## src/rtl/cache_l2_arbiter_if.sv

```systemverilog
// Purpose: bundles the I-side, D-side and L2-side signals of the L2 arbiter
//   into one interface.
// Ports (seen from the arbiter, modport slave):
//   in : inst_read, inst_address, data_read, data_write, data_address,
//        data_wdata, l2_rdata, l2_resp
//   out: inst_rdata, inst_resp, data_rdata, data_resp, l2_read, l2_write,
//        l2_address, l2_wdata, l2_byte_enable, inst_grant_count,
//        data_grant_count
// The master modport is the mirror image, used by whatever drives the L1 and
// L2 sides (the testbench here).
interface cache_l2_arbiter_if #(
  parameter int LINE_W = 256,
  parameter int CNT_W  = 32
);
  logic              inst_read;
  logic [31:0]       inst_address;
  logic [LINE_W-1:0] inst_rdata;
  logic              inst_resp;

  logic              data_read;
  logic              data_write;
  logic [31:0]       data_address;
  logic [LINE_W-1:0] data_wdata;
  logic [LINE_W-1:0] data_rdata;
  logic              data_resp;

  logic              l2_read;
  logic              l2_write;
  logic [31:0]       l2_address;
  logic [LINE_W-1:0] l2_wdata;
  logic [3:0]        l2_byte_enable;
  logic [LINE_W-1:0] l2_rdata;
  logic              l2_resp;

  logic [CNT_W-1:0]  inst_grant_count;
  logic [CNT_W-1:0]  data_grant_count;

  modport slave (
    input  inst_read, inst_address, data_read, data_write, data_address,
           data_wdata, l2_rdata, l2_resp,
    output inst_rdata, inst_resp, data_rdata, data_resp, l2_read, l2_write,
           l2_address, l2_wdata, l2_byte_enable, inst_grant_count,
           data_grant_count
  );

  modport master (
    output inst_read, inst_address, data_read, data_write, data_address,
           data_wdata, l2_rdata, l2_resp,
    input  inst_rdata, inst_resp, data_rdata, data_resp, l2_read, l2_write,
           l2_address, l2_wdata, l2_byte_enable, inst_grant_count,
           data_grant_count
  );
endinterface

```

## src/rtl/cache_l2_arbiter.sv

```systemverilog
// Purpose: arbitrates the instruction-side and data-side L1 miss/write-back
//   requests onto a single L2 port. One request is served at a time; ties are
//   broken round-robin. The granted address/data are latched on the grant and
//   held until the L2 completes, and the L2 completion is forwarded
//   combinationally to the granted side.
// Ports:
//   clk  - clock, all state updates on the rising edge
//   rst  - synchronous active-high reset
//   bus  - cache_l2_arbiter_if.slave carrying the I-side, D-side, L2-side
//          handshakes and the two saturating grant counters
module cache_l2_arbiter #(
  parameter int LINE_W = 256,
  parameter int CNT_W  = 32
) (
  input logic            clk,
  input logic            rst,
  cache_l2_arbiter_if.slave bus
);

  typedef enum logic [1:0] {
    IDLE    = 2'd0,
    SERVE_I = 2'd1,
    SERVE_D = 2'd2
  } state_t;

  state_t            state;
  logic              last_d;     // 1: D-side had the most recent grant
  logic [31:0]       addr_q;
  logic [LINE_W-1:0] wdata_q;
  logic              rd_q;
  logic              wr_q;
  logic [CNT_W-1:0]  inst_cnt;
  logic [CNT_W-1:0]  data_cnt;

  logic inst_req;
  logic data_req;
  logic pick_i;

  function automatic logic [CNT_W-1:0] sat_inc(input logic [CNT_W-1:0] v);
    if (&v) sat_inc = v;
    else    sat_inc = v + 1'b1;
  endfunction

  assign inst_req = bus.inst_read;
  assign data_req = bus.data_read | bus.data_write;
  // I wins when alone, or on a tie when D was granted last.
  assign pick_i   = inst_req & (~data_req | last_d);

  always_ff @(posedge clk) begin
    if (rst) begin
      state    <= IDLE;
      last_d   <= 1'b1;
      addr_q   <= '0;
      wdata_q  <= '0;
      rd_q     <= 1'b0;
      wr_q     <= 1'b0;
      inst_cnt <= '0;
      data_cnt <= '0;
    end else begin
      case (state)
        IDLE: begin
          if (pick_i) begin
            state    <= SERVE_I;
            last_d   <= 1'b0;
            addr_q   <= bus.inst_address;
            rd_q     <= 1'b1;
            wr_q     <= 1'b0;
            inst_cnt <= sat_inc(inst_cnt);
          end else if (data_req) begin
            // read+write together is treated as a write-back
            state    <= SERVE_D;
            last_d   <= 1'b1;
            addr_q   <= bus.data_address;
            wdata_q  <= bus.data_wdata;
            rd_q     <= ~bus.data_write;
            wr_q     <= bus.data_write;
            data_cnt <= sat_inc(data_cnt);
          end
        end
        SERVE_I, SERVE_D: begin
          // Requester drops are ignored; only the L2 ends a transaction.
          if (bus.l2_resp) begin
            state <= IDLE;
            rd_q  <= 1'b0;
            wr_q  <= 1'b0;
          end
        end
        default: begin
          state <= IDLE;
          rd_q  <= 1'b0;
          wr_q  <= 1'b0;
        end
      endcase
    end
  end

  // L2 request side: straight from the registered strobes and latches
  assign bus.l2_read        = rd_q;
  assign bus.l2_write       = wr_q;
  assign bus.l2_address     = addr_q;
  assign bus.l2_wdata       = wdata_q;
  assign bus.l2_byte_enable = 4'b1111;

  // Completion forward: same-cycle pass-through of the L2 response
  assign bus.inst_resp  = (state == SERVE_I) & bus.l2_resp;
  assign bus.data_resp  = (state == SERVE_D) & bus.l2_resp;
  assign bus.inst_rdata = bus.l2_rdata;
  assign bus.data_rdata = bus.l2_rdata;

  assign bus.inst_grant_count = inst_cnt;
  assign bus.data_grant_count = data_cnt;

endmodule

```

## src/flat_wrapper.sv

```systemverilog
// flat-port wrapper written by rule: the top's interface ports become plain ports
module cache_l2_arbiter_flat 
#(
  parameter int LINE_W = 256,
  parameter int CNT_W  = 32
)
  (clk, rst, bus_inst_read, bus_inst_address, bus_data_read, bus_data_write, bus_data_address, bus_data_wdata, bus_l2_rdata, bus_l2_resp, bus_inst_rdata, bus_inst_resp, bus_data_rdata, bus_data_resp, bus_l2_read, bus_l2_write, bus_l2_address, bus_l2_wdata, bus_l2_byte_enable, bus_inst_grant_count, bus_data_grant_count);
  cache_l2_arbiter_if #(.LINE_W(LINE_W), .CNT_W(CNT_W)) bus_i ();
  input logic clk;
  input logic rst;
  input wire logic [$bits(bus_i.inst_read)-1:0] bus_inst_read;
  input wire logic [$bits(bus_i.inst_address)-1:0] bus_inst_address;
  input wire logic [$bits(bus_i.data_read)-1:0] bus_data_read;
  input wire logic [$bits(bus_i.data_write)-1:0] bus_data_write;
  input wire logic [$bits(bus_i.data_address)-1:0] bus_data_address;
  input wire logic [$bits(bus_i.data_wdata)-1:0] bus_data_wdata;
  input wire logic [$bits(bus_i.l2_rdata)-1:0] bus_l2_rdata;
  input wire logic [$bits(bus_i.l2_resp)-1:0] bus_l2_resp;
  output wire logic [$bits(bus_i.inst_rdata)-1:0] bus_inst_rdata;
  output wire logic [$bits(bus_i.inst_resp)-1:0] bus_inst_resp;
  output wire logic [$bits(bus_i.data_rdata)-1:0] bus_data_rdata;
  output wire logic [$bits(bus_i.data_resp)-1:0] bus_data_resp;
  output wire logic [$bits(bus_i.l2_read)-1:0] bus_l2_read;
  output wire logic [$bits(bus_i.l2_write)-1:0] bus_l2_write;
  output wire logic [$bits(bus_i.l2_address)-1:0] bus_l2_address;
  output wire logic [$bits(bus_i.l2_wdata)-1:0] bus_l2_wdata;
  output wire logic [$bits(bus_i.l2_byte_enable)-1:0] bus_l2_byte_enable;
  output wire logic [$bits(bus_i.inst_grant_count)-1:0] bus_inst_grant_count;
  output wire logic [$bits(bus_i.data_grant_count)-1:0] bus_data_grant_count;
  assign bus_i.inst_read = bus_inst_read;
  assign bus_i.inst_address = bus_inst_address;
  assign bus_i.data_read = bus_data_read;
  assign bus_i.data_write = bus_data_write;
  assign bus_i.data_address = bus_data_address;
  assign bus_i.data_wdata = bus_data_wdata;
  assign bus_i.l2_rdata = bus_l2_rdata;
  assign bus_i.l2_resp = bus_l2_resp;
  assign bus_inst_rdata = bus_i.inst_rdata;
  assign bus_inst_resp = bus_i.inst_resp;
  assign bus_data_rdata = bus_i.data_rdata;
  assign bus_data_resp = bus_i.data_resp;
  assign bus_l2_read = bus_i.l2_read;
  assign bus_l2_write = bus_i.l2_write;
  assign bus_l2_address = bus_i.l2_address;
  assign bus_l2_wdata = bus_i.l2_wdata;
  assign bus_l2_byte_enable = bus_i.l2_byte_enable;
  assign bus_inst_grant_count = bus_i.inst_grant_count;
  assign bus_data_grant_count = bus_i.data_grant_count;
  cache_l2_arbiter #(.LINE_W(LINE_W), .CNT_W(CNT_W)) u_core (.clk(clk), .rst(rst), .bus(bus_i));
endmodule
```

## config.mk

```make
export PLATFORM = sky130hd
export DESIGN_NAME = cache_l2_arbiter_flat
export DESIGN_NICKNAME = d
export VERILOG_FILES = /design/src/rtl/cache_l2_arbiter_if.sv /design/src/rtl/cache_l2_arbiter.sv /design/src/flat_wrapper.sv
export SDC_FILE = /design/constraint.sdc
export NUM_CORES = 1
export LEC_CHECK = 0
export ABC_AREA = 1
export BUFFER_PORTS_ARGS = -buffer_cell sky130_fd_sc_hd__buf_2
export CORE_AREA = 3 3 557 559
export CTS_CLUSTER_DIAMETER = 40
export DETAILED_ROUTE_END_ITERATION = 12
export DIE_AREA = 0 0 560 562
export GPL_ROUTABILITY_DRIVEN = 0
export GPL_TIMING_DRIVEN = 0
export PLACE_DENSITY = 0.3
export SYNTH_ARGS = -nofsm -noshare
export SYNTH_HDL_FRONTEND = slang
export SYNTH_SLANG_ARGS = --single-unit
```

## constraint.sdc

```tcl
create_clock -name clk -period 2 [get_ports clk]
set_input_delay 0.1 -clock clk [delete_from_list [all_inputs] [get_ports clk]]
set_output_delay 0.1 -clock clk [all_outputs]
set_load 0.1 [all_outputs]
```

==> qor.yml <==
run_status:
  outcome: "finished clean"
placed_design:
  dp_cells: 7852
  dpl.hpwl_um: 149000
  portBuffers: 1193
floorplanning:
  die_width_um: 560
  core_um2: 306000
  start_util_pct: 6.03
  row_count: 203
  die_area_um2: 315000
  io_pins: 1454
  dieHeight_um: 562
final_layout:
  fillers: 35600
  layout.cells.non_filler: 8395
  layout_common_cells: "buf_2, nor2_1, buf_4"
  final_common_cell: "buf_2"
  syn_to_final_growth_pct: 99.4
  nets: 4775
  drive_above_1_share_pct: 48.4
global_routing:
  top_usage_layer: "met2"
  grt_usage_pct: 10.2
  grt.met3_usage_pct: 4.62
  grt_pass1_wl_um: 215000
  grt_util_met2_pct: 16.8
  overflow: 0
  grt_use_met1_pct: 11.6
  antenna_found_initial: 60
  grt_max_degree: 17
  grt_pass1_vias: 22800
synthesis:
  avgSynthCellArea_um2: 7.21
  synth_cell_types: 30
  synth_area_um2: 18400
  synth_cells: 2556
  ys_seq_area_share_pct: 38.8
  ys_seq_elements: 357
  yosys_warnings: 0
clocking:
  clockRootBuffer: "clkbuf_16"
  clk_latency_ns: 0.81
  cts_tree: "done"
  cts_buffers: 96
  htreeDepth: 3
  cts_num_sinks: 357
  path_clk_slew_ns: 0.05
  clock_path_buffers: 4
setup_path:
  critPathKind: "reg -> reg"
  slowest_stage: "o21ai_0"
  cpLargestDelayFamily: "buffers and inverters"
  crit_chain: "inv_1 -> ha_1 -> nand2_2 -> inv_2 -> nand2_8 -> buf_6 -> clkbuf_2 -> o21ai_0 -> nor2_1"
  slowest_delay_ns: 0.38
  worst-path-max-fanout: 10
  cp-end-kind: "flip-flop"
  worst_setup_path_start_kind: "flip-flop"
  cp.arrival_ns: 2.60
  cp.required_ns: 2.68
  cp_num_buf_inv: 4
worst_hold_path:
  worstHoldPathType: "in -> reg"
detailed_routing:
  drtIter0Drc: 1343
  viasPerCell: 2.75
  wl_um: 169000
  drc_errors: 0
  routedWlPerCell_um: 20.1
  vias: 23100
  dr.pass1.iters: 5
  ant_nets: 0
power_and_ir_drop:
  powerDensity_nw_per_um2: 1320
  total_leakage_power_nw: 16.7
  peakVddDrop_uv: 650
timing:
  period_needed_ns: 1.92
  maxSlewViolCount: 0
  grt_setup_unrepaired: "yes"
  tightestPinTransition_ns: 1.10
  max_slew_margin_pct: 26.9
  setup_viol: 0
  skew_ns: 0.0880
  period_share_pct: 95.8
  fmax_mhz: 522
  hold_viol: 0
  timing.hold.ws_ns: 0.107
job:
  drv_cap: 0
-- cell families (layout without fill, tap and decap cells) --
| family | count (synthesis) | after routing | synth area share (%) |
|---|---|---|---|
| buffers and inverters | 734 | 2436 | 26.1 |
| adders and majority gates | 5 | 5 | 0.340 |
| DFF | 357 | 357 | 38.8 |
| xor gates and xnor gates | 29 | 29 | 1.38 |
| other | 1 | 38 | 0.0204 |
| and+or+nand+nor | 1082 | 1082 | 23.3 |
| AOI/OAI and AO/OA | 348 | 348 | 9.97 |
-- registers in the layout (all words and copies together) (netlist names) --
signal,flops
u_core.bus.data_grant_count,32
u_core.last_d,1
u_core.bus.inst_grant_count,32
u_core.bus.l2_read,1
u_core.bus.l2_address,32
u_core.bus.l2_wdata,256
u_core.bus.l2_write,1
u_core.state,2
-- layer usage --
metal	share of wire, %	vias up
met2	46	1291
met4	3.2	44
met1	39	10600
met5	0.23	-
met3	11	235
li1	-	10900
-- stage by stage --
step	util, %	TNS, ns	total power [mW]	instance area (um2)	setup WS (ns)
2_1_floorplan	-	0	26.4	18500	0.0154
3_3_place_gp	9.69	-242.44	32.0	29600	-1.94
3_5_place_dp	9.69	-205.19	32.0	29600	-1.46
4_1_cts	11.9	0	49.4	36500	0.00736
5_1_grt	12.0	-0.0639	50.7	36700	-0.0178
6_report	12.0	0	48.6	36700	0.0846
-- worst reg2reg max path: cells and delay by family, from the launching register on --
kind,cells,cell delay (ns)
AO/OA/AOI/OAI,1,0.38
adder cells (fa/ha/maj),1,0.20
buffers and inverters,4,0.69
flip-flops,1,0.31
AND/OR/NAND/NOR,3,0.30
-- final cells by class --
| class | instances | area [um2] | area share [%] |
|---|---|---|---|
| repair buffers | 1531 | 9380 | 25.6 |
| clock buffers | 123 | 2640 | 7.20 |
| diodes | 34 | 85.1 | 0.232 |
| clock inverters | 48 | 623 | 1.70 |
| plain buffers | 636 | 4650 | 12.7 |
| well taps | 4100 | 5130 | 14.0 |
| inverters | 98 | 380 | 1.04 |
| multi-input cells | 1468 | 6590 | 18.0 |
| flip-flops and latches | 357 | 7240 | 19.7 |
-- power breakdown --
| group | leakage, nW | internal [mW] | switching (mW) |
|---|---|---|---|
| logic | 12.1 | 4.06 | 19.2 |
| registers | 2.98 | 8.47 | 0.862 |
| clock network | 1.60 | 10.9 | 5.14 |
| total | 16.7 | 23.4 | 25.2 |
-- synth_stat cells, drive strengths merged --
| cell | number | share of area, % |
|---|---|---|
| nor2 | 651 | 14 |
| clkbuf | 69 | 1.4 |
| inv | 97 | 2.0 |
| xnor2 | 14 | 0.67 |
| buf | 567 | 23 |
| a31oi | 3 | 0.10 |
| nand4 | 17 | 0.58 |
| dfxtp | 357 | 39 |
| conb | 1 | 0.020 |
| nor3 | 6 | 0.16 |
| clkinv | 1 | 0.027 |
| nand2 | 338 | 7.1 |
| a21oi | 45 | 1.3 |
| nand3 | 69 | 1.9 |
| xor2 | 15 | 0.71 |
| and2 | 1 | 0.034 |
| ha | 5 | 0.34 |
| o21ai | 268 | 7.3 |
| o211ai | 32 | 1.3 |
-- worst paths after layout --
path | cells past startpoint | to | slack, ns | startpoint
max | 9 | u_core.bus.l2_wdata[85] | 0.08 | u_core.state[0]
min | 4 | u_core.bus.l2_wdata[146] | 0.11 | bus_data_wdata[146]
max reg2reg | 9 | u_core.bus.l2_wdata[85] | 0.08 | u_core.state[0]
min reg2reg | 2 | u_core.bus.l2_wdata[209] | 0.47 | u_core.bus.l2_wdata[209]
-- what timing repair did --
action | 4_1_cts | 5_1_grt
gates cloned | 0 | 0
pin swaps | 1 | 3
resized for setup | 99 | 91
setup buffers | 0 | 4
hold buffers | 334 | 0
endpoints found under the setup margin | 337 | 210
hold endpoints to repair | 293 | 0
No activity file was read; power rests on OpenSTA's default activity.
